### src/rtl/dbg_pkg.sv
// Shared types and constants for the run-control / state-dump unit.
// Holds the FSM encoding, command bytes and frame-length helper.
package dbg_pkg;

    typedef enum logic [3:0] {
        S_IDLE,
        S_RUN,
        S_STEP,
        S_LOAD,
        S_SEND,
        S_WAIT,
        S_MADDR,
        S_MWAIT,
        S_MLATCH,
        S_HALT
    } state_t;

    localparam logic [7:0] CMD_RUN  = 8'h63;
    localparam logic [7:0] CMD_STEP = 8'h73;
    localparam logic [7:0] CMD_DUMP = 8'h64;

    // PC (2) + cycle counter (4) + 32 registers (128)
    localparam int unsigned HDR_BYTES = 134;

    function automatic int unsigned frame_len(input int unsigned words);
        return HDR_BYTES + 4 * words;
    endfunction

endpackage

### src/rtl/dbg_byte_sel.sv
// Picks the frame byte at i_idx from the PC / cycle / register / memory fields.
// Ports: i_idx byte index, i_pc, i_cyc, i_regs, i_word snapshot sources; o_byte.
module dbg_byte_sel
    import dbg_pkg::*;
(
    input  logic [10:0]   i_idx,
    input  logic [8:0]    i_pc,
    input  logic [31:0]   i_cyc,
    input  logic [1023:0] i_regs,
    input  logic [31:0]   i_word,
    output logic [7:0]    o_byte
);

    localparam logic [10:0] HDR = 11'(HDR_BYTES);

    logic [15:0] w_pc16;
    logic [1:0]  w_b;
    logic [4:0]  w_reg;
    logic [4:0]  w_lane;
    logic [9:0]  w_reg_bit;

    assign w_pc16 = {7'b0, i_pc};

    // Every 32-bit field starts at an index that is 2 mod 4, so the
    // byte-within-word is idx-2 for cycle, register and memory fields.
    assign w_b    = i_idx[1:0] - 2'd2;
    assign w_reg  = 5'((i_idx[6:0] - 7'd6) >> 2);

    // MSB-first: byte b of a word sits at bit 8*(3-b)
    assign w_lane    = {~w_b, 3'b000};
    assign w_reg_bit = {w_reg, ~w_b, 3'b000};

    always_comb begin
        o_byte = 8'h00;
        unique case (1'b1)
            (i_idx < 11'd2):
                o_byte = i_idx[0] ? w_pc16[7:0] : w_pc16[15:8];
            (i_idx >= 11'd2 && i_idx < 11'd6):
                o_byte = i_cyc[w_lane +: 8];
            (i_idx >= 11'd6 && i_idx < HDR):
                o_byte = i_regs[w_reg_bit +: 8];
            default:
                o_byte = i_word[w_lane +: 8];
        endcase
    end

endmodule

### src/rtl/debug_unit.sv
// Run/step control of the pipeline and byte-serial snapshot dump to the UART.
// Ports: rx_* command in, tx_* byte out, activo/mem_in/mem_write_in/add_in to pipe,
// PCF_o/regs_flat/finalW_o/ReadDataM_o state from pipe, halted status.
module debug_unit
    import dbg_pkg::*;
#(
    parameter int unsigned MEM_WORDS = 16,
    parameter logic [11:0] MEM_BASE  = 12'h000
) (
    input  logic          clk,
    input  logic          inicio_n,
    input  logic [7:0]    rx_data,
    input  logic          rx_valid,
    output logic [7:0]    tx_data,
    output logic          tx_start,
    input  logic          tx_done,
    output logic          activo,
    output logic          mem_in,
    output logic          mem_write_in,
    output logic [11:0]   add_in,
    input  logic [8:0]    PCF_o,
    input  logic [1023:0] regs_flat,
    input  logic          finalW_o,
    input  logic [31:0]   ReadDataM_o,
    output logic          halted
);

    localparam logic [10:0] LAST_IDX = 11'(frame_len(MEM_WORDS) - 1);
    localparam logic [10:0] HDR      = 11'(HDR_BYTES);

    state_t      r_state;
    state_t      w_next;
    logic [10:0] r_idx;
    logic [8:0]  r_pc;
    logic [31:0] r_cyc;
    logic [31:0] r_cyc_snap;
    logic [31:0] r_word_buf;
    logic [7:0]  r_tx_data;
    logic        r_tx_start;
    logic [11:0] r_add_in;
    logic        r_halted;

    logic        w_cmd_run;
    logic        w_cmd_step;
    logic        w_cmd_dump;
    logic        w_activo;
    logic        w_in_dump;
    logic        w_entry;
    logic        w_done;
    logic        w_last;
    logic        w_nxt_mem;
    logic [10:0] w_idx_nxt;
    logic [10:0] w_rel;
    logic [31:0] w_cyc_nxt;
    logic [7:0]  w_byte;

    assign w_cmd_run  = rx_valid && (rx_data == CMD_RUN);
    assign w_cmd_step = rx_valid && (rx_data == CMD_STEP);
    assign w_cmd_dump = rx_valid && (rx_data == CMD_DUMP);

    // tx_done in the same cycle as our own tx_start cannot belong to it
    assign w_done    = tx_done && !r_tx_start;
    assign w_last    = (r_idx == LAST_IDX);
    assign w_idx_nxt = r_idx + 11'd1;
    // next byte opens a memory word: fetch it before loading
    assign w_nxt_mem = (w_idx_nxt >= HDR) && (w_idx_nxt[1:0] == HDR[1:0]);
    assign w_rel     = r_idx - HDR;
    assign w_cyc_nxt = r_cyc + {31'b0, w_activo};
    assign w_entry   = !w_in_dump && (w_next == S_LOAD);

    always_ff @(posedge clk or negedge inicio_n) begin
        if (!inicio_n) r_state <= S_IDLE;
        else           r_state <= w_next;
    end

    always_comb begin
        w_next = r_state;
        unique case (r_state)
            S_IDLE: begin
                if (w_cmd_run)       w_next = S_RUN;
                else if (w_cmd_step) w_next = S_STEP;
                else if (w_cmd_dump) w_next = S_LOAD;
            end
            S_RUN:    if (finalW_o) w_next = S_LOAD;
            S_STEP:   w_next = S_LOAD;
            S_LOAD:   w_next = S_SEND;
            S_SEND:   w_next = S_WAIT;
            S_WAIT: begin
                if (w_done) begin
                    if (w_last)         w_next = r_halted ? S_HALT : S_IDLE;
                    else if (w_nxt_mem) w_next = S_MADDR;
                    else                w_next = S_LOAD;
                end
            end
            S_MADDR:  w_next = S_MWAIT;
            S_MWAIT:  w_next = S_MLATCH;
            S_MLATCH: w_next = S_LOAD;
            S_HALT:   if (w_cmd_dump) w_next = S_LOAD;
            default:  w_next = S_IDLE;
        endcase
    end

    always_comb begin
        w_activo  = 1'b0;
        w_in_dump = 1'b0;
        unique case (r_state)
            S_RUN, S_STEP: w_activo = 1'b1;
            S_LOAD, S_SEND, S_WAIT,
            S_MADDR, S_MWAIT, S_MLATCH: w_in_dump = 1'b1;
            default: ;
        endcase
    end

    always_ff @(posedge clk or negedge inicio_n) begin
        if (!inicio_n) begin
            r_idx      <= '0;
            r_pc       <= '0;
            r_cyc      <= '0;
            r_cyc_snap <= '0;
            r_word_buf <= '0;
            r_tx_data  <= '0;
            r_tx_start <= 1'b0;
            r_add_in   <= '0;
            r_halted   <= 1'b0;
        end else begin
            r_cyc      <= w_cyc_nxt;
            // data goes out in LOAD, the strobe follows a cycle later
            r_tx_start <= (r_state == S_SEND);
            if (w_activo && finalW_o) r_halted <= 1'b1;
            if (w_entry) begin
                r_pc       <= PCF_o;
                r_cyc_snap <= w_cyc_nxt;
                r_idx      <= '0;
            end
            if (r_state == S_LOAD) r_tx_data <= w_byte;
            if (r_state == S_WAIT && w_done && !w_last) r_idx <= w_idx_nxt;
            if (r_state == S_MADDR) r_add_in <= MEM_BASE + 12'(w_rel >> 2);
            if (r_state == S_MLATCH) r_word_buf <= ReadDataM_o;
        end
    end

    dbg_byte_sel u_sel (
        .i_idx  (r_idx),
        .i_pc   (r_pc),
        .i_cyc  (r_cyc_snap),
        .i_regs (regs_flat),
        .i_word (r_word_buf),
        .o_byte (w_byte)
    );

    assign tx_data      = r_tx_data;
    assign tx_start     = r_tx_start;
    assign activo       = w_activo;
    assign mem_in       = w_in_dump;
    assign mem_write_in = w_in_dump;
    assign add_in       = r_add_in;
    assign halted       = r_halted;

endmodule

### config.mk
export PLATFORM = sky130hd
export DESIGN_NAME = debug_unit
export DESIGN_NICKNAME = d
export VERILOG_FILES = /design/src/rtl/dbg_pkg.sv /design/src/rtl/dbg_byte_sel.sv /design/src/rtl/debug_unit.sv
export SDC_FILE = /design/constraint.sdc
export NUM_CORES = 1
export LEC_CHECK = 0
export CORE_AREA = 2 2 425 427
export DETAILED_ROUTE_END_ITERATION = 16
export DIE_AREA = 0 0 427 429
export HOLD_SLACK_MARGIN = 0.03
export PLACE_DENSITY = 0.3
export SYNTH_ARGS = -nofsm -noshare
export SYNTH_HDL_FRONTEND = slang
export SYNTH_HIERARCHICAL = 1
export SYNTH_SLANG_ARGS = --single-unit
### constraint.sdc
create_clock -name clk -period 6.99 [get_ports clk]
set_clock_uncertainty 0.15 [all_clocks]
set_input_delay 1.398 -clock clk [delete_from_list [all_inputs] [get_ports clk]]
set_output_delay 1.398 -clock clk [all_outputs]
set_load 0.01 [all_outputs]
==> impl_metrics.yaml, run 1 <==
placed_design:
  hpwl_mm: 129.3
  dp.cells: 4664
  place_congestion: 0.8418
  dpl_cell_area_sq_um: 29370
  io_buffers: 1099
setup_path:
  critPathRequiredTime_ns: 7.17
  cp-start-kind: "flip-flop"
  worst-path-buf-inv: 2
  slowest_delay_ns: 0.74
  slowest_stage: "dfrtp_4"
  worstSetupPathType: "flip-flop to flip-flop"
  cp_cell_sequence: "inv_2 > ha_4 > buf_4 > mux4_2 > nand2_1 > and3_1 > a211oi_1 > a221oi_1 > a21oi_1 > a221o_1 > mux2_2"
  reg2reg_depth: 11
  end_kind: "flip-flop"
  cpLargestDelayFamily: "compound AO/OA/AOI/OAI gates"
  critPathMaxFanout: 46
  worstSetupPathDepth: 11
  arrival_ns: 5.14
cells_and_area:
  finalCoreUtilization: 0.1685
  fin_cells: 4705
  final_area_sq_um: 30000
  nFillCells: 19770
  syn_to_final_growth_pct: 89.87
  layout.nets: 3413
  drive_gt1_frac: 0.1841
sta:
  max_freq_mhz: 202.0
  relSlewSlack: 0.2951
  holdWs_ns: 0.3245
  finalHoldViolCount: 0
  slew_viol_final: 0
  rsz0062_at_grt: "no"
  fin_crit_ns: 4.951
  setup_viol: 0
  setup_tns_ns: 0
  worstMarginPinSlew_ns: 1.057
  fin_crit_sh: 0.7083
floorplan:
  die_x_microns: 427
  die_area_sq_um: 183200
  num_io_pins: 1103
  initial_core_util: 0.08874
  rows: 155
  core_sq_um: 178000
  die_h_microns: 429
synth:
  yosysWarnings: 6
  synthTopCellsByCount: "mux4_2, dfrtp_1, mux2i_1, nand2_1, nor2_1"
  avgSynthCellArea_sq_um: 12.21
  ys.flop_type: "dfrtp_1"
  synth_top_area_share: 0.3493
  synth_edf_count: 0
  synthCells: 1294
  synth_area_leaders: "mux4_2, dfrtp_1, mux2i_1"
  synth-seq-cells: 139
  synth_area_sq_um: 15800
  ys_types: 74
  async_flop_share: 1.000
  yosys.area.top_type: "mux4_2"
  synth_most_common_cell: "mux4_2"
  seq_area_frac_synth: 0.2202
clock_network:
  cts_resized: 0
  cts_tree: "yes"
  clkSinkCount: 139
  path_clk_slew_ns: 0.08
  clkLatencyLatePin_ns: 0.43
  cts_root_buffer: "clkbuf_16"
  cts_setup_buffers: 0
  ctsHtreeMaxLevel: 4
  cts_made_buffers: 17
  hold_buffers: 0
  cts_buffer_depth: 2
global_route:
  grt_pass1_vias: 18040
  grt_antenna_before_repair: 56
  grt_usage: 0.1549
  grt_max_degree: 96
  grt_pass1_wl_mm: 187.6
  grt_overflow: 0
job:
  maxCapViolations: 0
routing:
  drc_errors: 0
  first_iter_violations: 916
  vias_per_cell: 3.559
  routedWlPerCell_microns: 31.48
  finalWirelength_mm: 148.1
  dr.pass1.iters: 7
  vias: 16750
  drt.antenna.violating_nets: 0
worst_hold_path:
  hold_depth: 1
  hp-class: "flip-flop to flip-flop"
power:
  power.leakage_nw: 10.36
  power_density_nw_per_um2: 272.1
  ir_drop_v: 0.0001703
outcome:
  status: "finished clean"
==> final timing paths <==
| path | startpoint | end | slack (ns) |
|---|---|---|---|
| worst max-delay path | r_idx[1]$_DFFE_PN0P_ | tx_data[5]$_DFFE_PN0P_ | 2.04 |
| worst max register to register | r_idx[1]$_DFFE_PN0P_ | tx_data[5]$_DFFE_PN0P_ | 2.04 |
| worst min register to register | r_cyc[31]$_DFF_PN0_ | r_cyc[31]$_DFF_PN0_ | 0.32 |
| max in group asynchronous | inicio_n | r_cyc[18]$_DFF_PN0_ | 4.58 |
| worst min-delay path | r_cyc[31]$_DFF_PN0_ | r_cyc[31]$_DFF_PN0_ | 0.32 |
| min in group asynchronous | inicio_n | r_cyc[13]$_DFF_PN0_ | 0.98 |
==> area by class of cell <==
type | instances | area [sq um] | share of cell area
inverter | 15 | 56.30 | 0.001877
timing repair buffer | 1143 | 11410 | 0.3803
tap | 2355 | 2947 | 0.09823
multi-input combinational | 1012 | 11480 | 0.3826
clock inverter | 15 | 175.2 | 0.005839
antenna | 9 | 22.52 | 0.0007508
sequential | 139 | 3486 | 0.1162
clock buffer | 17 | 425.4 | 0.01418
==> state kept, by name (all words and copies together), names as in the netlist <==
signal      flops
r_cyc_snap     32
r_word_buf     32
add_in          9
r_state         4
tx_data         8
r_pc            9
r_idx          11
halted          1
r_cyc          32
tx_start        1
==> cell usage in the layout (no fill, tap or decap), types with 7 or more instances in the layout <==
cell type,instances
clkdlybuf4s50_1,1098
mux4_2,245
dfrtp_1,137
mux2i_1,115
nand2_1,92
nor2_1,51
a221oi_1,50
mux2_2,44
nand3_1,42
buf_4,38
xnor2_1,31
mux2_4,30
a21oi_1,27
nand4_1,26
a22oi_1,26
o211ai_1,19
and3_1,18
clkbuf_16,17
nor3_1,14
inv_1,13
xor2_1,13
o21ai_0,12
mux2_1,11
o21bai_1,10
diode_2,9
nor4_1,9
o22ai_1,8
and2_1,7
==> power by group <==
part           switching (mW)  internal, mW  total (mW)
combinational            3.26          2.69        5.96
sequential              0.253          1.00        1.25
clock                   0.439         0.513       0.952
total                    3.96          4.21        8.16
==> metal layers <==
metal	vias to the layer above	GRT usage	wire [microns]
met5	-	0	92
met4	16	0.02274	1647
met3	97	0.02377	6800
met2	571	0.2981	81160
met1	8629	0.1806	58400
li1	7432	-	-
==> cell families after synthesis <==
logic type	share of synthesized area
xor gates and xnor gates	0.02812
and+or+nand+nor	0.09511
buffers and inverters	0.05963
DFF	0.2202
adders and majority gates	0.005543
muxes	0.4915
AOI/OAI and AO/OA	0.09971
other	0.0002374
==> metrics by stage <==
stage	power (mW)	setup slack, ns
6_report	8.162	2.039
5_1_grt	8.684	1.698
4_1_cts	8.490	1.693
3_5_place_dp	7.491	1.688
3_3_place_gp	7.518	1.760
2_1_floorplan	4.542	2.956
No activity file was read; power rests on OpenSTA's default activity.
==> run 2, diff against run 1 <==
- CORE_AREA: 2 2 425 427 -> 2 2 424 426
- DIE_AREA: 0 0 427 429 -> 0 0 426 428
- clock period: 6.99 -> 4.97 ns (I/O delays scaled with it)
==> run 2 against run 1 <==
Effect of this change: critical path depth is 3 lower; critical endpoint is now tx_data[3]$_DFFE_PN0P_; total power grew 44%; critical path type unchanged; clock power up 47%; global-route usage up 0.11 points; combinational power up 45%; routed wire length is 0.29% lower.
==> impl_metrics.yaml, run 2 (synthesis gave the netlist of run 1 again) <==
floorplan:
  initial_core_util: 0.08894
  core_sq_um: 177600
  rows: 155
  num_io_pins: 1103
  die_area_sq_um: 182300
  die_x_microns: 426
  die_h_microns: 428
global_route:
  grt_pass1_wl_mm: 189.1
  grt_overflow: 0
  grt_antenna_before_repair: 46
  grt_usage: 0.1560
  grt_pass1_vias: 18230
  grt_max_degree: 89
setup_path:
  slowest_stage: "mux4_2"
  worstSetupPathType: "flip-flop to flip-flop"
  end_kind: "flip-flop"
  critPathRequiredTime_ns: 5.15
  critPathMaxFanout: 14
  arrival_ns: 4.53
  cp_cell_sequence: "ha_1 > xor2_4 > buf_4 > mux4_2 > and3_1 > nor4_1 > o221ai_1 > mux2_2"
  cp-start-kind: "flip-flop"
  slowest_delay_ns: 0.66
power:
  power.switching_mw: 5.597
  switching_share: 0.4761
  ir_drop_v: 0.0002757
  power.leakage_nw: 10.53
  internal_power_mw: 6.159
  pwr-share-seq: 0.146
  power_mw: 11.76
  p_comb_frac: 0.735
  p_clk_frac: 0.119
  power_density_nw_per_um2: 387.6
sta:
  max_freq_mhz: 229.8
  relSlewSlack: 0.3616
  finalHoldViolCount: 0
  setup_tns_ns: 0
  worstMarginPinSlew_ns: 0.9576
  fin_crit_ns: 4.351
  fin_crit_sh: 0.8754
  setup_viol: 0
  slew_viol_final: 0
  holdWs_ns: 0.3265
  rsz0062_at_grt: "no"
clock_network:
  ctsHtreeMaxLevel: 4
  cts_buffer_depth: 2
  hold_buffers: 0
  cts_tree: "yes"
  clkSinkCount: 139
  clkLatencyLatePin_ns: 0.43
  cts_made_buffers: 17
  path_clk_slew_ns: 0.07
  cts_root_buffer: "clkbuf_16"
placed_design:
  dpl_cell_area_sq_um: 29670
  hpwl_mm: 131.0
  place_congestion: 0.8843
  io_buffers: 1099
routing:
  vias_per_cell: 3.561
  routedWlPerCell_microns: 31.19
  drc_errors: 0
  drt.antenna.violating_nets: 0
  finalWirelength_mm: 147.7
  dr.pass1.iters: 5
  first_iter_violations: 1021
  vias: 16860
cells_and_area:
  reg_top3: "r_cyc (32), r_cyc_snap (32), r_word_buf (32)"
  finalCoreUtilization: 0.1707
  syn_to_final_growth_pct: 91.96
  mostFrequentLayoutCell: "clkdlybuf4s50_1"
  final_area_sq_um: 30330
  layout.nets: 3442
  final_cell_mix: "clkdlybuf4s50_1, mux4_2, dfrtp_1"
  nFillCells: 19800
  drive_gt1_frac: 0.1937
job:
  maxCapViolations: 0
worst_hold_path:
  hp-class: "flip-flop to flip-flop"
outcome:
  status: "finished clean"
[run 2: power by group through the flow]
stage	Clock (mW)	Sequential [mW]	Combinational [mW]
floorplan	0	1.57	4.82
global placement	0	1.76	9.06
detailed placement	0	1.76	9.01
CTS	1.45	1.74	9.04
global route	1.50	1.77	9.24
finish	1.40	1.72	8.64
[run 2: cell type report]
cell class                      instances  area, sq um  area share
Multi-Input combinational cell       1012        11470      0.3782
Sequential cell                       139         3486      0.1149
Clock inverter                         13        180.2    0.005941
Clock buffer                           19        452.9     0.01493
Antenna cell                            9        22.52   0.0007426
Tap cell                             2355         2947     0.09716
Timing Repair Buffer                 1172        11710      0.3862
Inverter                               15        56.30    0.001857
[run 2: stage by stage]
| step | worst slack (ns) | std cells |
|---|---|---|
| 2_1_floorplan | 0.9361 | 1296 |
| 3_3_place_gp | 0.07424 | 4693 |
| 3_5_place_dp | 0.03671 | 4693 |
| 4_1_cts | 0.04726 | 4725 |
| 5_1_grt | 0.2576 | 4728 |
| 6_report | 0.6191 | 4734 |
[run 2: critical path, delay by kind of cell, from the launching register on]
kind | cells | cell delay (ns)
mux | 2 | 0.96
simple gates | 2 | 0.95
xor+xnor | 1 | 0.65
flops | 1 | 0.56
buf+inv | 1 | 0.42
fa+ha+maj | 1 | 0.36
compound gates | 1 | 0.20
[run 2: worst paths after layout]
check                           cells past startpoint  slack, ns                    endpoint                  from
worst min-delay path                                1       0.33         r_cyc[31]$_DFF_PN0_   r_cyc[31]$_DFF_PN0_
worst max register to register                      8       0.62      tx_data[3]$_DFFE_PN0P_  r_idx[1]$_DFFE_PN0P_
worst min register to register                      1       0.33         r_cyc[31]$_DFF_PN0_   r_cyc[31]$_DFF_PN0_
max in group asynchronous                           2       3.42  r_word_buf[29]$_DFFE_PN0P_              inicio_n
worst max-delay path                                8       0.62      tx_data[3]$_DFFE_PN0P_  r_idx[1]$_DFFE_PN0P_
min in group asynchronous                           1       0.39          r_cyc[4]$_DFF_PN0_              inicio_n
[run 2: layer usage]
layer  GRT usage  up-vias  wire, microns
li1            -     7492              -
met1      0.1859     8699          59370
met2      0.3004      577          80560
met3     0.02027       74           6282
met4     0.01813       14           1377
met5           0        -             77
[run 2: repair_timing]
| item | CTS | global route |
|---|---|---|
| hold endpoints to repair | 0 | 0 |
| buffers inserted | 0 | 0 |
| gates resized for setup | 0 | 1 |
| setup endpoints to repair | 0 | 1 |
